==> src/rtl/keypad_operand_loader.sv <==
// 4x4 hex keypad scanner/debouncer that loads two operands (A then B) for the adder path.
// Optional KEY_ECHO_EN adds Key_code/Key_strobe echo outputs for every accepted key.
module keypad_operand_loader #(
  parameter int unsigned SCAN_DWELL      = 4,
  parameter int unsigned DEBOUNCE_CYCLES = 8,
  parameter int unsigned CNT_W           = 4
) (
  input  logic       Clk,
  input  logic       Rst_n,
  input  logic [3:0] Row,
  output logic [3:0] Col,
  output logic [3:0] A,
  output logic [3:0] B,
  output logic       Sel_B,
  output logic       Ops_valid
`ifdef KEY_ECHO_EN
  ,
  output logic [3:0] Key_code,
  output logic       Key_strobe
`endif
);

  typedef enum logic [1:0] {
    StScan,
    StDebounce,
    StWaitRelease
  } state_e;

  localparam logic [CNT_W-1:0] DwellLast = CNT_W'(SCAN_DWELL - 1);
  localparam logic [CNT_W-1:0] DebLast   = CNT_W'(DEBOUNCE_CYCLES - 1);
  localparam logic [CNT_W-1:0] CntOne    = CNT_W'(1);

  // Row synchronizer
  logic [3:0] row_meta_q, rs_q;

  // Scan / debounce control
  state_e           state_q, state_d;
  logic [1:0]       col_idx_q, col_idx_d;
  logic [CNT_W-1:0] dwell_q, dwell_d;
  logic [CNT_W-1:0] cnt_q, cnt_d;
  logic [3:0]       pattern_q, pattern_d;
  logic             accept;

  // Operand datapath
  logic [3:0] a_q, a_d;
  logic [3:0] b_q, b_d;
  logic       sel_b_q, sel_b_d;
  logic       ops_valid_q, ops_valid_d;
  logic [1:0] key_row;
  logic [3:0] key_code;

  always_ff @(posedge Clk) begin
    if (!Rst_n) begin
      row_meta_q <= 4'hF;
      rs_q       <= 4'hF;
    end else begin
      row_meta_q <= Row;
      rs_q       <= row_meta_q;
    end
  end

  // State register
  always_ff @(posedge Clk) begin
    if (!Rst_n) begin
      state_q   <= StScan;
      col_idx_q <= 2'd0;
      dwell_q   <= '0;
      cnt_q     <= '0;
      pattern_q <= 4'hF;
    end else begin
      state_q   <= state_d;
      col_idx_q <= col_idx_d;
      dwell_q   <= dwell_d;
      cnt_q     <= cnt_d;
      pattern_q <= pattern_d;
    end
  end

  // Next-state logic
  always_comb begin
    state_d   = state_q;
    col_idx_d = col_idx_q;
    dwell_d   = dwell_q;
    cnt_d     = cnt_q;
    pattern_d = pattern_q;
    accept    = 1'b0;
    unique case (state_q)
      StScan: begin
        if (dwell_q == DwellLast) begin
          dwell_d = '0;
          if (rs_q != 4'hF) begin
            state_d   = StDebounce;
            pattern_d = rs_q;
            cnt_d     = CntOne;
          end else begin
            col_idx_d = col_idx_q + 2'd1;
          end
        end else begin
          dwell_d = dwell_q + CntOne;
        end
      end
      StDebounce: begin
        if (rs_q == 4'hF) begin
          state_d   = StScan;
          col_idx_d = col_idx_q + 2'd1;
          dwell_d   = '0;
          cnt_d     = '0;
        end else if (rs_q != pattern_q) begin
          pattern_d = rs_q;
          cnt_d     = CntOne;
        end else if (cnt_q == DebLast) begin
          // This sample brings the stable count to DEBOUNCE_CYCLES.
          accept  = 1'b1;
          state_d = StWaitRelease;
          cnt_d   = '0;
        end else begin
          cnt_d = cnt_q + CntOne;
        end
      end
      StWaitRelease: begin
        if (rs_q != 4'hF) begin
          cnt_d = '0;
        end else if (cnt_q == DebLast) begin
          state_d   = StScan;
          col_idx_d = 2'd0;
          dwell_d   = '0;
          cnt_d     = '0;
        end else begin
          cnt_d = cnt_q + CntOne;
        end
      end
      default: begin
        state_d = StScan;
      end
    endcase
  end

  // Output logic: column drive follows the registered column index
  always_comb begin
    Col = ~(4'b0001 << col_idx_q);
  end

  // Lowest low row wins when several rows are pressed in the held column.
  always_comb begin
    if (!pattern_q[0]) begin
      key_row = 2'd0;
    end else if (!pattern_q[1]) begin
      key_row = 2'd1;
    end else if (!pattern_q[2]) begin
      key_row = 2'd2;
    end else begin
      key_row = 2'd3;
    end
    key_code = {key_row, col_idx_q};
  end

  always_comb begin
    a_d         = a_q;
    b_d         = b_q;
    sel_b_d     = sel_b_q;
    ops_valid_d = 1'b0;
    if (accept) begin
      if (!sel_b_q) begin
        a_d     = key_code;
        sel_b_d = 1'b1;
      end else begin
        b_d         = key_code;
        sel_b_d     = 1'b0;
        ops_valid_d = 1'b1;
      end
    end
  end

  always_ff @(posedge Clk) begin
    if (!Rst_n) begin
      a_q         <= 4'h0;
      b_q         <= 4'h0;
      sel_b_q     <= 1'b0;
      ops_valid_q <= 1'b0;
    end else begin
      a_q         <= a_d;
      b_q         <= b_d;
      sel_b_q     <= sel_b_d;
      ops_valid_q <= ops_valid_d;
    end
  end

  assign A         = a_q;
  assign B         = b_q;
  assign Sel_B     = sel_b_q;
  assign Ops_valid = ops_valid_q;

`ifdef KEY_ECHO_EN
  logic [3:0] key_code_q;
  logic       key_strobe_q;

  always_ff @(posedge Clk) begin
    if (!Rst_n) begin
      key_code_q   <= 4'h0;
      key_strobe_q <= 1'b0;
    end else begin
      key_strobe_q <= accept;
      if (accept) begin
        key_code_q <= key_code;
      end
    end
  end

  assign Key_code   = key_code_q;
  assign Key_strobe = key_strobe_q;
`endif

endmodule

==> config.mk <==
export PLATFORM = sky130hd
export DESIGN_NAME = keypad_operand_loader
export DESIGN_NICKNAME = d
export VERILOG_FILES = /design/src/rtl/keypad_operand_loader.sv
export SDC_FILE = /design/constraint.sdc
export NUM_CORES = 1
export LEC_CHECK = 0
export ABC_AREA = 1
export BUFFER_PORTS_ARGS = -buffer_cell sky130_fd_sc_hd__clkbuf_2
export CAP_MARGIN = 20
export CORE_UTILIZATION = 55
export CTS_BUF_LIST = sky130_fd_sc_hd__clkbuf_2 sky130_fd_sc_hd__clkbuf_4 sky130_fd_sc_hd__clkbuf_8
export DETAILED_ROUTE_END_ITERATION = 10
export GPL_TIMING_DRIVEN = 0
export HOLD_SLACK_MARGIN = 0.08
export PLACE_DENSITY_LB_ADDON = 0.05
export SYNTH_ARGS = -nofsm -noshare
export SYNTH_HDL_FRONTEND = slang
export SYNTH_SLANG_ARGS = --single-unit
==> constraint.sdc <==
create_clock -name Clk -period 2 [get_ports Clk]
set_input_delay 0.4 -clock Clk [delete_from_list [all_inputs] [get_ports Clk]]
set_output_delay 0.4 -clock Clk [all_outputs]
set_load 0.005 [all_outputs]
==> flow_summary_export.csv <==
group,metric,value,unit
status,status,"finished clean",
timing,max-slew-margin-rel,65.89,%
cells_and_area,syn2layout_area_growth,13.19,%
cts,post_cts_resized,0,
logic_synthesis,ys_types,25,
global_route,grt.overflow.total,0,
place,place_inst,307,
logic_synthesis,synth-compound-area-share,6.130,%
timing,setup_ws,0.3940,ns
cells_and_area,final_nets,287,
cells_and_area,instances_no_fill,314,
global_route,antenna_found_initial,0,
critical_path,crit_fanout,5,
cells_and_area,final_common_cell,"nand2_1",
cells_and_area,diodes,0,
global_route,grt_usage,22.06,%
cts,cts_tree,"yes",
logic_synthesis,ys_warn_count,0,
logic_synthesis,synth_nets,261,
critical_path,worstRegToRegCells,9,
logic_synthesis,synth_xor_area_share,0,%
critical_path,crit_required,1.60,ns
floorplanning,die_w,58.50,um
cells_and_area,fin_area,0.001987,mm2
power,power_leakage,1.039,nW
timing,max_freq,622.7,MHz
cts,clk_pin_slew,0.10,ns
cells_and_area,final_util,65.62,%
critical_path,crit_chain,"inv_1 -> ha_1 -> inv_1 -> clkbuf_2",
timing,tightest_slew,0.5116,ns
logic_synthesis,synthFlopType,"dfxtp_1",
power,irDropWorstVdd,0.0004980,V
cells_and_area,fill_cells,293,
routing,first_iter_violations,62,
cts,clock-sinks,34,
floorplanning,core,0.003028,mm2
logic_synthesis,synthAdderAreaFrac,7.840,%
routing,drc,0,
timing,timing.final.crit_share,80.30,%
critical_path,cp.depth,4,
critical_path,worst-path-buf-inv,3,
cts,cts_max_path_buffers,2,
timing,rsz0062_at_grt,"false",
critical_path,worst_path_max_delay_cell,"dfxtp_1",
logic_synthesis,ys_seq_elements,34,
critical_path,cpPeakStageDelay,0.39,ns
timing,slew_violations,0,
floorplanning,start_util,57.98,%
min_path,hold_path_class,"primary input to flop",
place,placed_cell_area,0.001906,mm2
place,portBuffers,19,
cts,root_buffer,"clkbuf_4",
floorplanning,die-height,58.50,um
timing,finalSetupTns,0,ns
critical_path,path_common_cell,"inv_1",
routing,finalWirelength,3.414,mm
cts,clk_latency,0.34,ns
routing,vias,1504,
timing,finalSetupViolCount,0,
logic_synthesis,ys_seq_area_share,38.77,%
logic_synthesis,syn_avg_cell_area,7.194,um2
logic_synthesis,syn_area,0.001755,mm2
timing,fin_worst_skew,0.005746,ns
logic_synthesis,syn_inst,244,
logic_synthesis,ys_async_sr_fraction,0,%
critical_path,end_kind,"primary output",
logic_synthesis,yosys.area_share.simple,38.35,%
cts,cts_setup_buffers,0,
place,pre_cts_ws,0.4260,ns
critical_path,startpoint_type,"flop",
place,hpwl,2.517,mm
min_path,hold_depth,2,
routing,drtAntennaViolNets,0,
global_route,grt_max_degree,11,
floorplanning,row_count,20,
timing,min_period,1.606,ns
routing,wl_per_cell,10.87,um
global_route,grt_pass1_wl,5.671,mm
logic_synthesis,synthMuxAreaShare,0,%
routing,first_pass_iters,5,
global_route,grt_pass1_vias,1270,
timing,hold_viol,0,
place,place_congestion,0.8326,
cts,cts_buffers,5,
critical_path,cp.arrival,1.21,ns
cells_and_area,drive_gt1_share,21.48,%
floorplanning,die_area,0.003422,mm2
routing,vias_per_cell,4.790,
cts,ctsHoldBuffers,0,
cells_and_area,mostFrequentLayoutCells,"66 x nand2_1, 34 x dfxtp_1, 32 x inv_1",
floorplanning,ios,20,
cts,htree_levels,2,
flow_run,drv_cap,0,
logic_synthesis,synth_edf_count,0,
critical_path,critPathTopFamily,"flip-flops",
critical_path,crit_type,"flop to primary output",
logic_synthesis,synth_top_family_by_area,"simple AND/OR/NAND/NOR gates",
power,power_density,807.4,mW/mm2
## synthesized netlist by cell type (2+ instances only)
| cell | n | area, um2 |
|---|---|---|
| nor2_2 | 3 | 18.77 |
| a21oi_2 | 2 | 17.52 |
| clkbuf_1 | 2 | 7.510 |
| ha_1 | 11 | 137.6 |
| nand2_2 | 5 | 31.28 |
| a21oi_1 | 10 | 50.05 |
| dfxtp_1 | 34 | 680.7 |
| nand2_1 | 66 | 247.7 |
| inv_1 | 32 | 120.1 |
| nand4_1 | 4 | 25.02 |
| o21ai_2 | 2 | 17.52 |
| nand3_1 | 26 | 130.1 |
| nor2_1 | 22 | 82.58 |
| nor2_4 | 3 | 33.78 |
| or2_2 | 9 | 56.30 |
| o21ai_0 | 3 | 15.01 |
| nand3_2 | 2 | 20.02 |
## layout make-up
cell class | count | area (um2) | share of cell area, %
Clock buffer | 6 | 51.30 | 2.582
Multi-Input combinational cell | 172 | 918.4 | 46.22
Tap cell | 44 | 55.05 | 2.771
Buffer | 5 | 31.28 | 1.574
Clock inverter | 1 | 30.03 | 1.511
Sequential cell | 34 | 680.7 | 34.26
Inverter | 33 | 125.1 | 6.297
Timing Repair Buffer | 19 | 95.09 | 4.786
## flip-flops by register name, summed over array words and instances (netlist names)
name / count
cnt_q: 4
row_meta_q: 4
state_q: 2
pattern_q: 4
A: 4
Ops_valid: 1
B: 4
col_idx_q: 2
Sel_B: 1
rs_q: 4
dwell_q: 4
## per-stage QoR
step	hold slack (ns)	total power, mW
after floorplan	0.3925	1.021
after CTS	0.2272	1.624
after global routing	0.2186	1.709
after global placement	0.3952	1.097
after detailed placement	0.4045	1.103
final	0.2403	1.604
## worst register-to-register path, cell delays in order (launching register included)
cell	delay [ns]
dfxtp_1	0.35
inv_1	0.11
ha_1	0.15
inv_1	0.09
nor2_4	0.19
nand3_2	0.14
nor2_2	0.14
nand2_1	0.17
nand3_1	0.11
nand2_1	0.05
## logic make-up after synthesis
| family | Yosys count |
|---|---|
| buf+inv | 38 |
| flops | 34 |
| compound gates | 18 |
| simple gates | 143 |
| fa+ha+maj | 11 |
## layer usage
metal / vias up / routed length, um / global-route usage [%] / share of wire [%]
met5: - / 0 / 0 / 0
li1: 811 / - / - / -
met3: 5 / 115 / 6.813 / 3.4
met1: 662 / 1787 / 29.67 / 52
met2: 26 / 1457 / 33.17 / 43
met4: 0 / 54 / 8.503 / 1.6
## worst paths after layout
kind	from	to	slack [ns]
setup / recovery	col_idx_q[0]	Col[0]	0.39
hold / removal	Row[0]	row_meta_q[0]	0.24
setup reg to reg	state_q[1]	B[0]	0.41
hold reg to reg	row_meta_q[0]	rs_q[0]	0.42
## where the power goes
group / total (mW) / leakage (nW) / switching, mW / internal [mW]
logic: 0.326 / 0.717 / 0.203 / 0.123
clock network: 0.514 / 0.0443 / 0.223 / 0.291
registers: 0.764 / 0.277 / 0.0406 / 0.724
Power figures use the tool's default switching activity.
